<file path="config.mk">
export PLATFORM = sky130hd
export DESIGN_NAME = priority_arbiter8
export DESIGN_NICKNAME = d
export VERILOG_FILES = /design/src/rtl/priority_arbiter8.sv
export SDC_FILE = /design/constraint.sdc
export NUM_CORES = 1
export LEC_CHECK = 0
export CAP_MARGIN = 20
export CORE_ASPECT_RATIO = 0.9
export CORE_MARGIN = 8
export CORE_UTILIZATION = 32
export DETAILED_ROUTE_END_ITERATION = 10
export PLACE_DENSITY_LB_ADDON = 0.05
export SLEW_MARGIN = 20
export SYNTH_ARGS = -nofsm -noshare
export SYNTH_HDL_FRONTEND = slang
export SYNTH_SLANG_ARGS = --single-unit
</file>
<file path="constraint.sdc">
create_clock -name clk -period 3.74 [get_ports clk]
set_clock_uncertainty 0.05 [all_clocks]
set_input_delay 0.748 -clock clk [delete_from_list [all_inputs] [get_ports clk]]
set_output_delay 0.748 -clock clk [all_outputs]
set_load 0.02 [all_outputs]
</file>
<file path="src/rtl/priority_arbiter8.sv">
// ============================================================================
// Module   : priority_arbiter8
// Brief    : 8-requester grant/hold arbiter, fixed or round-robin, with timeout.
// Revision : 1.0 - initial release
// ============================================================================
`default_nettype none

module priority_arbiter8 #(
   parameter int ROUND_ROBIN = 1,
   parameter int MAX_HOLD    = 16
) (
   input  logic       clk,
   input  logic       rst,
   input  logic [7:0] req,
   output logic [7:0] gnt,
   output logic [2:0] gnt_idx,
   output logic       none_on
);

   typedef enum logic [1:0] {
      S_IDLE  = 2'd0,
      S_GRANT = 2'd1,
      S_GAP   = 2'd2
   } state_t;

   localparam logic [7:0] C_MAX_HOLD   = 8'(MAX_HOLD);
   localparam bit         C_TIMEOUT_EN = (MAX_HOLD != 0);

   state_t     r_state;
   logic [7:0] r_hold_cnt;
   logic [2:0] r_last_ptr;
   logic [2:0] w_winner;
   logic       w_any;
   logic       w_release;

   assign w_any     = |req;
   assign w_release = !req[gnt_idx] || (C_TIMEOUT_EN && (r_hold_cnt == C_MAX_HOLD));

   // Later loop iterations overwrite earlier ones, so the last match is the
   // highest-priority candidate; for round-robin that is last_ptr-1.
   always_comb begin
      w_winner = 3'd0;
      if (ROUND_ROBIN != 0) begin
         for (int k = 8; k >= 1; k--) begin
            if (req[r_last_ptr - 3'(k)]) begin
               w_winner = r_last_ptr - 3'(k);
            end
         end
      end else begin
         for (int k = 0; k < 8; k++) begin
            if (req[k]) begin
               w_winner = 3'(k);
            end
         end
      end
   end

   always_ff @(posedge clk or posedge rst) begin
      if (rst) begin
         r_state    <= S_IDLE;
         r_hold_cnt <= 8'd0;
         r_last_ptr <= 3'd0;
         gnt        <= 8'h00;
         gnt_idx    <= 3'd0;
         none_on    <= 1'b1;
      end else begin
         case (r_state)
            S_IDLE, S_GAP: begin
               if (w_any) begin
                  r_state    <= S_GRANT;
                  gnt        <= 8'h01 << w_winner;
                  gnt_idx    <= w_winner;
                  r_last_ptr <= w_winner;
                  r_hold_cnt <= 8'd1;
                  none_on    <= 1'b0;
               end else begin
                  r_state <= S_IDLE;
                  gnt     <= 8'h00;
                  none_on <= 1'b1;
               end
            end
            S_GRANT: begin
               if (w_release) begin
                  r_state <= S_GAP;
                  gnt     <= 8'h00;
                  none_on <= 1'b1;
               end else if (r_hold_cnt != 8'hFF) begin
                  r_hold_cnt <= r_hold_cnt + 8'd1;
               end
            end
            default: begin
               r_state <= S_IDLE;
               gnt     <= 8'h00;
               none_on <= 1'b1;
            end
         endcase
      end
   end

endmodule

`default_nettype wire

</file>
==> metrics <==
status=completed; drt first pass iters=4; crit-path max FO=9; post-synth cell types=49; final instance area=0.00225 mm²; Worst VDD drop=0.463 mV; post-synthesis sequential area ratio=29.5%; Ports=22; arrival time of the worst setup path=3.52 ns; final worst slack=0.320 ns; EDFF count, synth=0; vias per std cell=5.89; area of the multi-input gates=0.00123 mm²; nets@finish=231; DRC=0; Post-CTS Resized=0; #FFs+latches synth=22; worst path cell trace=clkdlybuf4s50_1 > mux4_2 > mux2_4 > or3_1 > a221o_1 > a211oi_2 > buf_4 > nor2_1 > a22o_1; Die H=88.5 µm; slowest stage delay, CP=0.58 ns; initial antenna violation count=0; layout cell share with drive strength beyond 1=15.7%; Worst Path Required=3.84 ns; final wirelength=5090 µm; Placed Instance Area=0.00217 mm²; Worst slew margin=43.9%; Mapped Cells=194; vias=1,684; Max Slew Vio Count=0; Clock Path Buffers=2; post-route setup TNS=0 ns; grt total ovfl=0; Die Wd=96.6 µm; ys flop type=dfrtp_1; crit path kind=primary input to flip-flop; Area Growth Syn to Fin=20.1%; mean area per synthesized cell=9.64 µm²; register cell area after layout=552 µm²; HP Class=flip-flop to flip-flop; min Tclk post-route=3.42 ns; slew at the pin closest to its max-slew limit=0.840 ns; CTS Hold Bufs=0; CTS buffer count=3; CTS tree=yes; P_leak=0.000895 µW; CP max stage cell=mux4_2; clock slew at reported path FFs=0.08 ns; clk sink count=22; fill count=575; power per standard cell area=1030 mW/mm²; FP Rows=26; DP Worst Slack=0.0565 ns; I/O Buffers=21; fmax=0.292 GHz; first-pass GRT wire length=8620 µm; GP Congestion=0.851; wire length per cell=17.8 µm; CP Capture Type=flip-flop; H-Tree Level Count=1; Synth Warn #=0; die area=0.00855 mm²; period utilization=91.4%; most frequent cells in the layout=dfrtp_1 (21), clkdlybuf4s50_1 (21), nor2_1 (17), nand2_1 (17); Clock Tree Root=clkbuf_8; Final ANT Viol Nets=0; Total GRT Usage=12.8%; Worst-Skew Late Latency=0.26 ns; Netlist Area Pre-Place=0.00187 mm²; vias in the first global route=1,592; Post-CTS Setup Repair Bufs=0; fraction of registers with async set/reset=100%; Net Count, Synth=208; max_cap viols=0; ant diodes=0; sum of net half-perimeters after detailed placement=3940 µm; largest net degree at the start of global routing=23; CP Launch Type=primary input; Initial Util=33.0%; DR iter-0 viols=134; RSZ-0062 raised after global routing=no; Final Hold Viols=0; floorplan core area=0.00566 mm²; endpoints failing setup=0
## synthesized netlist by cell type (2+ instances only)
master	instances	share of area (%)
a22o_1	2	0.94
nand4_1	2	0.67
mux4_2	8	9.6
mux2_2	10	6.0
nor3b_1	3	1.2
xor2_1	3	1.4
nand2b_1	3	1.0
dfrtp_1	21	28
xnor2_1	5	2.3
a211oi_1	6	2.4
ha_1	4	2.7
nand3_1	5	1.3
nor4_1	2	0.67
nand2_1	17	3.4
o21ai_0	10	2.7
inv_1	9	1.8
nor2_1	17	3.4
mux2i_1	6	3.2
o21ai_1	2	0.54
a32o_1	4	2.1
or3_1	2	0.67
nor3_1	6	1.6
clkbuf_1	8	1.6
a21o_1	2	0.80
a21oi_1	7	1.9
o221ai_1	2	0.94
mux4_1	4	5.6
and3_1	2	0.67
o22ai_1	2	0.67
## per-stage QoR
stage,power (µW),utilization [%],instances,hold WS (ns)
CTS,2330,39.7,286,0.432
global placement,2100,38.4,282,0.401
global route,2530,39.7,286,0.474
finish,2320,39.7,286,0.424
detailed placement,2100,38.4,282,0.410
floorplan,1630,-,194,0.444
## logic make-up after synthesis
kind of cell             count (synthesis)  synth area share, %
AND/OR/NAND/NOR                         64                 16.9
buffers and inverters                   21                 4.68
adder cells (fa/ha/maj)                  4                 2.68
flip-flops                              22                 29.5
multiplexers                            29                 25.3
XOR/XNOR                                 8                 3.75
AO/OA/AOI/OAI                           46                 17.3
## sequential cells by signal, summed over array words and instances, names as in the netlist
name	cells
r_hold_cnt	8
r_last_ptr	3
r_state	2
gnt	8
none_on	1
## power by group
| part | switching, µW | internal, µW | leakage (µW) |
|---|---|---|---|
| Combinational | 968 | 764 | 0.000573 |
| Sequential | 66.0 | 306 | 0.000287 |
| Clock | 77.4 | 143 | 0.0000357 |
| Total | 1110 | 1210 | 0.000895 |
## cell type report
cell class,count,area share (%)
Tap cell,70,3.90
Inverter,11,1.84
Clock inverter,1,1.34
Multi-Input combinational cell,151,54.8
Clock buffer,3,1.84
Timing Repair Buffer,28,11.7
Sequential cell,22,24.6
## path summary, 6_finish.rpt
check,from,to,slack [ns],depth (start not counted)
max,req[2],gnt[1],0.32,9
min,none_on,none_on,0.42,2
max reg2reg,r_last_ptr[1],gnt[1],0.37,11
min reg2reg,none_on,none_on,0.42,2
max in group asynchronous,rst,gnt[5],2.21,2
min in group asynchronous,rst,r_state[0],0.91,2
## per-layer routing
layer	GRT usage [%]	wire length [µm]	up-vias	share of wire (%)
li1	-	-	784	-
met1	18.5	2430	839	48
met2	19.3	2370	57	47
met3	2.80	261	4	5.1
met4	1.37	28	0	0.55
met5	0	0	-	0
## critical path: cells and delay by family
family,cells,cell delay (ns)
and+or+nand+nor,2,0.38
AOI/OAI and AO/OA,3,0.75
muxes,2,0.89
buffers and inverters,2,0.74
Power figures use the tool's default switching activity.
